[src/rtl/wb2ahb_pkg.sv]
// rtl/wb2ahb_pkg.sv - shared constants and FSM state type for the WB-to-AHB bridge
// Contents: HTRANS/HRESP/HSIZE/HBURST encodings, HPROT default, bridge state enum.
package wb2ahb_pkg;

   localparam logic [1:0] HTRANS_IDLE   = 2'b00;
   localparam logic [1:0] HTRANS_BUSY   = 2'b01;
   localparam logic [1:0] HTRANS_NONSEQ = 2'b10;
   localparam logic [1:0] HTRANS_SEQ    = 2'b11;

   localparam logic [1:0] HRESP_OKAY  = 2'b00;
   localparam logic [1:0] HRESP_ERROR = 2'b01;
   localparam logic [1:0] HRESP_RETRY = 2'b10;
   localparam logic [1:0] HRESP_SPLIT = 2'b11;

   localparam logic [2:0] HSIZE_BYTE  = 3'b000;
   localparam logic [2:0] HSIZE_HALF  = 3'b001;
   localparam logic [2:0] HSIZE_WORD  = 3'b010;
   localparam logic [2:0] HSIZE_DWORD = 3'b011;

   localparam logic [2:0] HBURST_SINGLE = 3'b000;

   // Data access, privileged, non-bufferable, non-cacheable.
   localparam logic [3:0] HPROT_DEFAULT = 4'b0011;

   typedef enum logic [2:0] {
      IDLE,
      REQ,
      ADDR,
      DATA,
      DONE
   } state_t;

endpackage

[src/rtl/wb2ahb_sel_decode.sv]
// rtl/wb2ahb_sel_decode.sv - combinational WB byte-select to AHB size/offset decoder
// Ports: sel (WB lane select) in; valid, hsize, offset (index of lowest selected lane) out.
// Accepted: one byte, aligned halfword, aligned word, or all lanes when DWIDTH=64.
module wb2ahb_sel_decode
   import wb2ahb_pkg::*;
#(
   parameter int DWIDTH = 32,
   localparam int LW = DWIDTH / 8,
   localparam int OW = $clog2(LW)
) (
   input  logic [LW-1:0] sel,
   output logic          valid,
   output logic [2:0]    hsize,
   output logic [OW-1:0] offset
);

   always_comb begin
      valid  = 1'b0;
      hsize  = HSIZE_WORD;
      offset = '0;
      for (int i = 0; i < LW; i++) begin
         if (sel == (LW'(1) << i)) begin
            valid  = 1'b1;
            hsize  = HSIZE_BYTE;
            offset = OW'(i);
         end
      end
      for (int i = 0; i < LW; i += 2) begin
         if (sel == (LW'(2'b11) << i)) begin
            valid  = 1'b1;
            hsize  = HSIZE_HALF;
            offset = OW'(i);
         end
      end
      for (int i = 0; i < LW; i += 4) begin
         if (sel == (LW'(4'hf) << i)) begin
            valid  = 1'b1;
            hsize  = HSIZE_WORD;
            offset = OW'(i);
         end
      end
      if (LW == 8 && sel == '1) begin
         valid  = 1'b1;
         hsize  = HSIZE_DWORD;
         offset = '0;
      end
   end

endmodule

[src/rtl/wb2ahb_bridge.sv]
// rtl/wb2ahb_bridge.sv - Wishbone classic slave to AHB master bridge, one SINGLE transfer per WB cycle
// Ports: clk_i, rst_i (async, active-high); WB slave adr_i/dat_i/dat_o/sel_i/we_i/cyc_i/stb_i/ack_o/err_o;
// AHB master haddr/htrans/hwrite/hsize/hburst/hprot/hwdata/hrdata/hready/hresp/hbusreq/hgrant.
// Option macro WBAHB_RETRY_EN: RETRY/SPLIT re-issue the transfer up to MAX_RETRY times;
// without it RETRY/SPLIT terminate like ERROR.
module wb2ahb_bridge
   import wb2ahb_pkg::*;
#(
   parameter int AWIDTH    = 32,
   parameter int DWIDTH    = 32,
   parameter int MAX_RETRY = 4
) (
   input  logic                clk_i,
   input  logic                rst_i,
   input  logic [AWIDTH-1:0]   adr_i,
   input  logic [DWIDTH-1:0]   dat_i,
   output logic [DWIDTH-1:0]   dat_o,
   input  logic [DWIDTH/8-1:0] sel_i,
   input  logic                we_i,
   input  logic                cyc_i,
   input  logic                stb_i,
   output logic                ack_o,
   output logic                err_o,
   output logic [AWIDTH-1:0]   haddr,
   output logic [1:0]          htrans,
   output logic                hwrite,
   output logic [2:0]          hsize,
   output logic [2:0]          hburst,
   output logic [3:0]          hprot,
   output logic [DWIDTH-1:0]   hwdata,
   input  logic [DWIDTH-1:0]   hrdata,
   input  logic                hready,
   input  logic [1:0]          hresp,
   output logic                hbusreq,
   input  logic                hgrant
);

   localparam int LW = DWIDTH / 8;
   localparam int OW = $clog2(LW);

   state_t            state;
   logic [AWIDTH-1:0] addr_q;
   logic [DWIDTH-1:0] dat_q;
   logic              we_q;
   logic [2:0]        size_q;
   logic              fail_q;

   logic              lane_valid;
   logic [2:0]        lane_size;
   logic [OW-1:0]     lane_off;

   wb2ahb_sel_decode #(.DWIDTH(DWIDTH)) u_sel_decode (
      .sel    (sel_i),
      .valid  (lane_valid),
      .hsize  (lane_size),
      .offset (lane_off)
   );

   // Low address bits are replaced by the lane offset, so they are never read.
`ifdef WBAHB_RETRY_EN
   localparam int RCW = $clog2(MAX_RETRY + 1);
   logic [RCW-1:0] retry_cnt;
   logic           unused_in;
   assign unused_in = ^adr_i[OW-1:0];
`else
   logic           unused_in;
   assign unused_in = ^{adr_i[OW-1:0], MAX_RETRY};
`endif

   always_ff @(posedge clk_i or posedge rst_i) begin
      if (rst_i) begin
         state   <= IDLE;
         haddr   <= '0;
         htrans  <= HTRANS_IDLE;
         hwrite  <= 1'b0;
         hsize   <= HSIZE_WORD;
         hburst  <= HBURST_SINGLE;
         hprot   <= HPROT_DEFAULT;
         hwdata  <= '0;
         hbusreq <= 1'b0;
         ack_o   <= 1'b0;
         err_o   <= 1'b0;
         dat_o   <= '0;
         addr_q  <= '0;
         dat_q   <= '0;
         we_q    <= 1'b0;
         size_q  <= HSIZE_WORD;
         fail_q  <= 1'b0;
`ifdef WBAHB_RETRY_EN
         retry_cnt <= '0;
`endif
      end else begin
         case (state)
            IDLE: begin
               ack_o <= 1'b0;
               err_o <= 1'b0;
`ifdef WBAHB_RETRY_EN
               retry_cnt <= '0;
`endif
               // The ack_o/err_o guard stops a strobe held through termination
               // from starting a second access.
               if (cyc_i && stb_i && !ack_o && !err_o) begin
                  addr_q <= {adr_i[AWIDTH-1:OW], lane_off};
                  dat_q  <= dat_i;
                  we_q   <= we_i;
                  size_q <= lane_size;
                  fail_q <= !lane_valid;
                  if (lane_valid) begin
                     state   <= REQ;
                     hbusreq <= 1'b1;
                  end else begin
                     state <= DONE;
                  end
               end
            end

            REQ: begin
               if (hgrant && hready) begin
                  state  <= ADDR;
                  htrans <= HTRANS_NONSEQ;
                  haddr  <= addr_q;
                  hwrite <= we_q;
                  hsize  <= size_q;
               end
            end

            // Grant is not rechecked from here on: an issued transfer always completes.
            ADDR: begin
               if (hready) begin
                  state   <= DATA;
                  htrans  <= HTRANS_IDLE;
                  hbusreq <= 1'b0;
                  hwdata  <= dat_q;
               end
            end

            // hresp is only meaningful with hready high; the first cycle of a
            // two-cycle response is ignored.
            DATA: begin
               if (hready) begin
                  if (hresp == HRESP_OKAY) begin
                     if (!we_q) begin
                        dat_o <= hrdata;
                     end
                     state <= DONE;
`ifdef WBAHB_RETRY_EN
                  end else if (hresp == HRESP_RETRY || hresp == HRESP_SPLIT) begin
                     if (retry_cnt == RCW'(MAX_RETRY)) begin
                        fail_q <= 1'b1;
                        state  <= DONE;
                     end else begin
                        retry_cnt <= retry_cnt + 1'b1;
                        state     <= REQ;
                        hbusreq   <= 1'b1;
                     end
`endif
                  end else begin
                     fail_q <= 1'b1;
                     state  <= DONE;
                  end
               end
            end

            // Termination is suppressed if the master abandoned the cycle.
            DONE: begin
               ack_o <= cyc_i && !fail_q;
               err_o <= cyc_i && fail_q;
               state <= IDLE;
            end

            default: state <= IDLE;
         endcase
      end
   end

endmodule

[config.mk]
export PLATFORM = sky130hd
export DESIGN_NAME = wb2ahb_bridge
export DESIGN_NICKNAME = d
export VERILOG_FILES = /design/src/rtl/wb2ahb_pkg.sv /design/src/rtl/wb2ahb_sel_decode.sv /design/src/rtl/wb2ahb_bridge.sv
export SDC_FILE = /design/constraint.sdc
export NUM_CORES = 1
export LEC_CHECK = 0
export CORE_MARGIN = 2
export CORE_UTILIZATION = 45
export DETAILED_ROUTE_END_ITERATION = 10
export PLACE_DENSITY = 0.78
export SYNTH_ARGS = -nofsm -noshare
export SYNTH_HDL_FRONTEND = slang
export SYNTH_HIERARCHICAL = 1
export SYNTH_SLANG_ARGS = --single-unit
[constraint.sdc]
create_clock -name clk_i -period 7.8 [get_ports clk_i]
set_clock_uncertainty 0.15 [all_clocks]
set_input_delay 1.56 -clock clk_i [delete_from_list [all_inputs] [get_ports clk_i]]
set_output_delay 1.56 -clock clk_i [all_outputs]
set_load 0.01 [all_outputs]
==> results of run 1 <==
[per-layer routing]
metal | vias up | global-route usage
met5 | - | 0
met4 | 4 | 0.0735
met3 | 24 | 0.0694
met2 | 163 | 0.295
met1 | 2102 | 0.217
li1 | 1918 | -
[final cells by class]
type | instances | area share
repair buffers | 211 | 0.217
flip-flops and latches | 176 | 0.454
multi-input cells | 227 | 0.244
clock buffers | 19 | 0.0456
inverters | 2 | 0.00129
well taps | 188 | 0.0242
clock inverters | 13 | 0.0139
[final timing paths]
check | startpoint | end | slack (ns) | depth (start not counted)
worst max-delay path | hready | hwdata[4]$_DFFE_PP0P_ | 4.27 | 4
worst min-delay path | addr_q[8]$_DFFE_PP0P_ | haddr[8]$_DFFE_PP0P_ | 0.35 | 1
worst max register to register | state[0]$_DFFE_PP0P_ | addr_q[17]$_DFFE_PP0P_ | 5.30 | 3
worst min register to register | addr_q[8]$_DFFE_PP0P_ | haddr[8]$_DFFE_PP0P_ | 0.35 | 1
max in group asynchronous | rst_i | state[0]$_DFFE_PP0P_ | 4.37 | 3
min in group asynchronous | rst_i | dat_o[20]$_DFFE_PP0P_ | 1.51 | 2
[power breakdown]
| part | total [W] | internal, W | switching, W |
|---|---|---|---|
| logic | 0.00137 | 0.000903 | 0.000463 |
| clock network | 0.000827 | 0.000481 | 0.000346 |
| registers | 0.00160 | 0.00136 | 0.000240 |
| total | 0.00379 | 0.00274 | 0.00105 |
[critical path, stage by stage]
cell	delay, ns
clkdlybuf4s50_1	0.66
nand3b_1	0.22
nor2_4	0.80
mux2_2	0.42
[Yosys cell counts (2+ instances only)]
| cell | number | area [µm²] |
|---|---|---|
| a21oi_1 | 3 | 15.0 |
| and2_1 | 2 | 12.5 |
| and4bb_2 | 2 | 25.0 |
| buf_12 | 3 | 60.1 |
| buf_2 | 14 | 70.1 |
| buf_4 | 12 | 90.1 |
| buf_6 | 2 | 22.5 |
| clkbuf_1 | 2 | 7.51 |
| conb_1 | 2 | 7.51 |
| dfrtp_1 | 174 | 4350 |
| dfstp_2 | 2 | 52.6 |
| inv_1 | 2 | 7.51 |
| mux2_2 | 138 | 1550 |
| mux2_4 | 30 | 450 |
| nand2_1 | 7 | 26.3 |
| nand3_1 | 2 | 10.0 |
| nor2_1 | 7 | 26.3 |
| nor3_1 | 6 | 30.0 |
| o21ai_0 | 4 | 20.0 |
[per-stage QoR]
stage	utilization	total power (W)	std cells	setup slack, ns	hold slack [ns]
floorplan	-	0.00229	438	1.32	0.302
global placement	0.601	0.00293	804	3.86	0.321
detailed placement	0.601	0.00300	804	3.79	0.339
CTS	0.639	0.00385	836	4.25	0.353
global route	0.639	0.00402	836	3.99	0.359
finish	0.639	0.00379	836	4.27	0.348
[flip-flops by register name, indices dropped and copies added (netlist names)]
signal   count
haddr       32
err_o        1
ack_o        1
hwdata      32
hbusreq      1
fail_q       1
htrans       1
state        3
we_q         1
dat_o       32
addr_q      32
hwrite       1
size_q       3
dat_q       32
hsize        3
[cell families (layout without fill, tap and decap cells)]
logic type	after synthesis	after routing	synth area share
compound gates	16	16	0.0157
xor+xnor	1	1	0.00125
buf+inv	35	245	0.0368
flops	176	176	0.630
mux	168	168	0.286
other cells	2	9	0.00107
simple gates	33	33	0.0291
==> results.toml, run 1 <==
[route]
met1_length_um = 6020
highest_layer = "met5"
via_per_inst = 5.04
drt_iter0_markers = 97
wl_met2_um = 6690
dr_wl_met3_um = 1280
vias = 4211
routedWlPerCell_um = 17.1
drc = 0
final_antenna_net_count = 0
routed_wl_um = 14300
drt-pass1-iter-count = 4

[clock_tree]
htreeDepth = 4
clkTransAtPathRegs_ns = 0.06
hold_buffers = 0
cts_tree = "built"
cts_resized = 0
cts_setup_buffers = 0
clock_path_buffers = 2
clk_latency_ns = 0.41
cts_root_buffer = "clkbuf_16"
cts_sinks = 176
numCtsBuffers = 17

[global_routing]
grt.overflow.total = 0
antenna_found_initial = 1
grt_pass1_wl_um = 23200
grt_pass1_vias = 4532
grt_max_degree = 93
track_usage = 0.181

[synthesis]
yosysWarnings = 20
synth_edf_count = 0
yosysUniqueCellTypes = 36
synth-async-reset-ratio = 1.00
synthCells = 431
syn_area_per_cell_um2 = 16.2
ys_ff_latch = 176
yosysSeqAreaShare = 0.630
netlist_area_mm2 = 0.00700
synth_ff_type = "dfrtp_1"

[timing]
fin_crit_ns = 3.53
max_slew.worst_pin.slew_ns = 1.06
setup_viol = 0
rsz0062_at_grt = "no"
setup_tns_ns = 0
fmax_mhz = 283
relSlewSlack = 0.294
hold_viol = 0
fin_crit_sh = 0.453
slew_violations = 0

[finish]
diodes = 0
multi_input_area_mm2 = 0.00237
final_common_cell = "clkdlybuf4s50_1"
nNetsFinal = 744
final_cell_mix = "clkdlybuf4s50_1, dfrtp_1, mux2_2, mux2_4, clkbuf_16"
nFillCells = 1121
regArea_mm2 = 0.00441
area_growth_pct = 38.8
final_area_mm2 = 0.00972
drive_gt1_frac = 0.327

[floorplanning]
dieWidth_um = 129
design.portCount = 221
initial_core_util = 0.460
rows = 45
core-area_mm2 = 0.0152
die_area_mm2 = 0.0166
die_h_um = 129

[place]
dpl-instance-area_mm2 = 0.00914
dp_hpwl_um = 9780
io_buffer_count = 210
place_congestion = 0.726

[pwr]
ir_drop_mv = 0.164
power.density_mw_per_mm2 = 390
p_leak_nw = 4.27

[setup_path]
worstPathRequired_ns = 7.95
critical_path_class = "in2reg"
endpoint_kind = "flop"
crit_path_start_kind = "input pin"
worst-path-max-fanout = 33
arrival_ns = 3.68

[outcome]
status = "finished, final reports clean"

[run]
cap_violations = 0

[worst_hold_path]
hp-class = "reg2reg"
Power figures use the tool's default switching activity.
==> inputs of run 2 (changes only) <==
==> constraint.sdc (replaced) <==
create_clock -name clk_i -period 3.5 [get_ports clk_i]
set_clock_uncertainty 0.15 [all_clocks]
set_input_delay 0.7 -clock clk_i [delete_from_list [all_inputs] [get_ports clk_i]]
set_output_delay 0.7 -clock clk_i [all_outputs]
set_load 0.01 [all_outputs]
==> results.toml, run 2 (synthesis results as in run 1) <==
[outcome]
status = "finished, final reports clean"

[setup_path]
cp_num_buf_inv = 1
r2r_end = "dat_q[17]$_DFFE_PP0P_"
arrival_ns = 2.64
crit_slowest_cell = "or4_4"
crit_path_start_kind = "input pin"
critical_path_class = "in2reg"
reg2reg_setup_slack_ns = 1.18
worst_r2r_path_depth = 4
worstPathRequired_ns = 3.64
endpoint_kind = "flop"
cp_top_family = "simple AND/OR/NAND/NOR gates"
rr_startpoint = "state[0]$_DFFE_PP0P_"
cpPeakStageDelay_ns = 0.73
worst-path-max-fanout = 32
worstPathCellList = "clkdlybuf4s50_1 -> nand4b_4 -> or4_4 -> mux2_4"

[finish]
fin_cells = 844
area_growth_pct = 41.1
drive_gt1_frac = 0.337
final_cell_mix = "clkdlybuf4s50_1, dfrtp_1, mux2_2, mux2_4, clkbuf_16"
final_area_mm2 = 0.00987
final_common_cell = "clkdlybuf4s50_1"
diodes = 0
nNetsFinal = 752

[place]
post-place-ws_ns = 0.579
dp_hpwl_um = 10500
dp.cells = 812
dpl-instance-area_mm2 = 0.00923
place_congestion = 0.750
io_buffer_count = 210

[pwr]
p_leak_nw = 4.35
power.density_mw_per_mm2 = 877
power_w = 0.00866
ir_drop_mv = 0.473

[clock_tree]
clock_path_buffers = 2
cts_setup_buffers = 0
hold_buffers = 0
clkTransAtPathRegs_ns = 0.06
cts_root_buffer = "clkbuf_16"
cts_sinks = 176
cts_resized = 0
cts_tree = "built"
numCtsBuffers = 17
htreeDepth = 4
clk_latency_ns = 0.41

[route]
drt-pass1-iter-count = 4
routedWlPerCell_um = 17.6
via_per_inst = 4.98
drt_iter0_markers = 154
drc = 0
final_antenna_net_count = 0
vias = 4205
routed_wl_um = 14800

[timing]
slew_violations = 0
hold_viol = 0
max_slew.worst_pin.slew_ns = 0.586
setup_tns_ns = 0
fmax_mhz = 400
setup_viol = 0
fin_crit_ns = 2.50
fin_crit_sh = 0.714
setup_slack_ns = 1.00
relSlewSlack = 0.609
rsz0062_at_grt = "no"

[global_routing]
grt_pass1_vias = 4524
grt_max_degree = 99
grt.overflow.total = 0
antenna_found_initial = 0
track_usage = 0.184
grt_pass1_wl_um = 23400

[floorplanning]
dieWidth_um = 129
core-area_mm2 = 0.0152
die_area_mm2 = 0.0166
rows = 45
design.portCount = 221
initial_core_util = 0.460
die_h_um = 129

[worst_hold_path]
min_path_cells = 1
worstHoldStart = "addr_q[12]$_DFFE_PP0P_"
hp-class = "reg2reg"
hold_end = "haddr[12]$_DFFE_PP0P_"

[run]
cap_violations = 0
run 2: changes by cell type in the layout (fill, tap and decap cells not counted):
| cell | previous run | this run |
|---|---|---|
| buf_4 | 1 | 6 |
| clkbuf_8 | 1 | 5 |
| clkinv_2 | 5 | 1 |
| buf_12 | 0 | 3 |
| clkinvlp_4 | 2 | 4 |
| inv_6 | 4 | 2 |
| bufinv_16 | 2 | 3 |
| clkbuf_1 | 1 | 0 |
| clkinv_4 | 1 | 0 |
| inv_8 | 0 | 1 |
run 2: metal layers:
| layer | global-route usage | vias to the layer above | share of wire |
|---|---|---|---|
| li1 | - | 1923 | - |
| met1 | 0.214 | 2124 | 0.40 |
| met2 | 0.316 | 150 | 0.51 |
| met3 | 0.0719 | 8 | 0.079 |
| met4 | 0.0569 | 0 | 0.0099 |
| met5 | 0 | - | 0 |
run 2: stage by stage:
| step | hold slack, ns | utilization |
|---|---|---|
| detailed placement | 0.338 | 0.607 |
| global placement | 0.333 | 0.607 |
| finish | 0.349 | 0.650 |
| global route | 0.367 | 0.650 |
| CTS | 0.351 | 0.650 |
| floorplan | 0.302 | - |
run 2: power breakdown:
group / total, W / internal, W / switching (W)
Sequential: 0.00358 / 0.00303 / 0.000547
Clock: 0.00201 / 0.00123 / 0.000777
Combinational: 0.00308 / 0.00204 / 0.00104
Total: 0.00866 / 0.00630 / 0.00237
run 2: worst max path at each step:
| stage | endpoint | depth (start not counted) | from |
|---|---|---|---|
| 2_1_floorplan | ack_o$_DFFE_PP0P_ | 1 | rst_i |
| 3_3_place_gp | dat_o[4]$_DFFE_PP0P_ | 4 | hready |
| 3_5_place_dp | dat_o[31]$_DFFE_PP0P_ | 4 | hready |
| 4_1_cts | dat_o[12]$_DFFE_PP0P_ | 4 | hready |
| 5_1_grt | dat_o[12]$_DFFE_PP0P_ | 4 | hready |
| 6_report | dat_o[12]$_DFFE_PP0P_ | 4 | hready |
run 2: cell type report:
| cell class | count | area (µm²) |
|---|---|---|
| Clock buffer | 22 | 494 |
| Clock inverter | 10 | 146 |
| Fill cell | 1093 | 5330 |
| Inverter | 2 | 11.3 |
| Multi-Input combinational cell | 227 | 2370 |
| Sequential cell | 176 | 4410 |
| Tap cell | 188 | 235 |
| Timing Repair Buffer | 219 | 2210 |
run 2: worst reg2reg max path, cell delays in order (launching register included):
cell,delay [ns]
dfrtp_1,0.59
nor3_1,0.34
and2_4,0.46
buf_4,0.30
mux2_2,0.36
==> inputs of run 3 (changes only) <==
--- a/config.mk
+++ b/config.mk
@@ -6,9 +6,9 @@
 export NUM_CORES = 1
 export LEC_CHECK = 0
 export CORE_MARGIN = 2
-export CORE_UTILIZATION = 45
+export CORE_UTILIZATION = 42
 export DETAILED_ROUTE_END_ITERATION = 10
-export PLACE_DENSITY = 0.78
+export PLACE_DENSITY = 0.76
 export SYNTH_ARGS = -nofsm -noshare
 export SYNTH_HDL_FRONTEND = slang
 export SYNTH_HIERARCHICAL = 1
==> constraint.sdc (replaced) <==
create_clock -name clk_i -period 2.08 [get_ports clk_i]
set_clock_uncertainty 0.15 [all_clocks]
set_input_delay 0.416 -clock clk_i [delete_from_list [all_inputs] [get_ports clk_i]]
set_output_delay 0.416 -clock clk_i [all_outputs]
set_load 0.01 [all_outputs]
==> results.toml, run 3 (synthesis results as in run 1) <==
[place]
dp_hpwl_um = 10900
dpl-instance-area_mm2 = 0.00948
io_buffer_count = 210
dp.cells = 862
post-place-ws_ns = -0.230
place_congestion = 0.789

[setup_path]
cpPeakStageDelay_ns = 0.58
cp_top_family = "buffers and inverters"
crit_path_start_kind = "flop"
worstPathRequired_ns = 1.51
worst-path-max-fanout = 3
cp_num_buf_inv = 1
reg2reg_setup_slack_ns = 0.17
worstPathCellList = "clkdlybuf4s50_1"
crit_slowest_cell = "clkdlybuf4s50_1"
endpoint_kind = "output pin"
arrival_ns = 1.36
critical_path_class = "reg2out"

[global_routing]
grt.overflow.total = 0
grt_pass1_wl_um = 24500
track_usage = 0.177
grt_pass1_vias = 4644
antenna_found_initial = 0
grt_max_degree = 83

[finish]
finish.utilization = 0.614
nFillCells = 1229
area_growth_pct = 43.9
final_cell_mix = "clkdlybuf4s50_1, dfrtp_1, mux2_2, mux2_4, buf_4"
nNetsFinal = 770
final_common_cell = "clkdlybuf4s50_1"
final_area_mm2 = 0.0101
diodes = 0
drive_gt1_frac = 0.354
fin_cells = 893

[route]
routed_wl_um = 15000
via_per_inst = 4.80
final_antenna_net_count = 0
drt-pass1-iter-count = 4
drc = 0
routedWlPerCell_um = 16.8
drt_iter0_markers = 125
vias = 4283

[run]
cap_violations = 0

[pwr]
power.density_mw_per_mm2 = 1440
p_leak_nw = 4.44
swShare = 0.278
ir_drop_mv = 0.637
p_int_w = 0.0105
pwr-share-comb = 0.371
power_frac_seq = 0.412
power.switching_w = 0.00403
clkPwrFrac = 0.217

[floorplanning]
core-area_mm2 = 0.0164
rows = 47
initial_core_util = 0.427
design.portCount = 221
dieWidth_um = 133
die_h_um = 133
die_area_mm2 = 0.0177

[timing]
whs_ns = 0.105
slew_violations = 0
hold_viol = 0
setup_slack_ns = 0.152
fmax_mhz = 519
rsz0062_at_grt = "no"
fin_crit_sh = 0.927
fin_crit_ns = 1.93
setup_viol = 0

[clock_tree]
clock_path_buffers = 2
numCtsBuffers = 17
cts_sinks = 176
cts_root_buffer = "clkbuf_16"
htreeDepth = 4
cts_tree = "built"
clkTransAtPathRegs_ns = 0.06
cts_setup_buffers = 0
clk_latency_ns = 0.41

[worst_hold_path]
hp-class = "in2async"

[outcome]
status = "finished, final reports clean"
## run 3: per-stage QoR
stage / setup TNS, ns / power [W]
detailed placement: -28.22 / 0.0115
finish: 0 / 0.0145
global placement: -25.48 / 0.0112
CTS: 0 / 0.0147
global route: 0 / 0.0153
floorplan: -128.59 / 0.00859
## run 3: worst reg2reg max path, cell delays in order (launching register included)
cell and delay (ns):
dfrtp_1 0.44, nor3_1 0.32, and2_4 0.33, buf_12 0.20
mux2_2 0.36
## run 3: path summary, 6_finish.rpt
| kind | from | end | cells after the start |
|---|---|---|---|
| max | htrans[1]$_DFFE_PP0P_ | htrans[1] | 1 |
| min | rst_i | addr_q[29]$_DFFE_PP0P_ | 2 |
| max reg2reg | state[0]$_DFFE_PP0P_ | dat_q[19]$_DFFE_PP0P_ | 4 |
| min reg2reg | addr_q[11]$_DFFE_PP0P_ | haddr[11]$_DFFE_PP0P_ | 1 |
| max in group asynchronous | rst_i | hsize[1]$_DFFE_PP1P_ | 3 |
| min in group clk_i | addr_q[11]$_DFFE_PP0P_ | haddr[11]$_DFFE_PP0P_ | 1 |
## run 3: power groups by stage
stage / Combinational (W) / Clock [W] / Sequential (W)
finish: 0.00537 / 0.00314 / 0.00597
global route: 0.00573 / 0.00338 / 0.00620
CTS: 0.00546 / 0.00324 / 0.00600
detailed placement: 0.00544 / 0 / 0.00606
global placement: 0.00529 / 0 / 0.00591
floorplan: 0.00231 / 0 / 0.00628
## run 3: final cells by class
type / count / area (µm²) / area share
Multi-Input combinational cell: 227 / 2370 / 0.236
Clock buffer: 19 / 453 / 0.0450
Timing Repair Buffer: 237 / 2420 / 0.240
Tap cell: 220 / 275 / 0.0273
Inverter: 2 / 11.3 / 0.00112
Sequential cell: 176 / 4410 / 0.438
Clock inverter: 12 / 134 / 0.0133
## run 3: what timing repair did
action                     CTS  global route
hold buffers                 0             0
hold endpoints to repair     0             0
gates resized for setup      1             0
setup endpoints to repair    1             0
## run 3: metal layers
metal	wire length [µm]	GRT usage
met3	1350	0.0704
met2	7130	0.291
met1	6320	0.213
met5	0	0
met4	208	0.0638
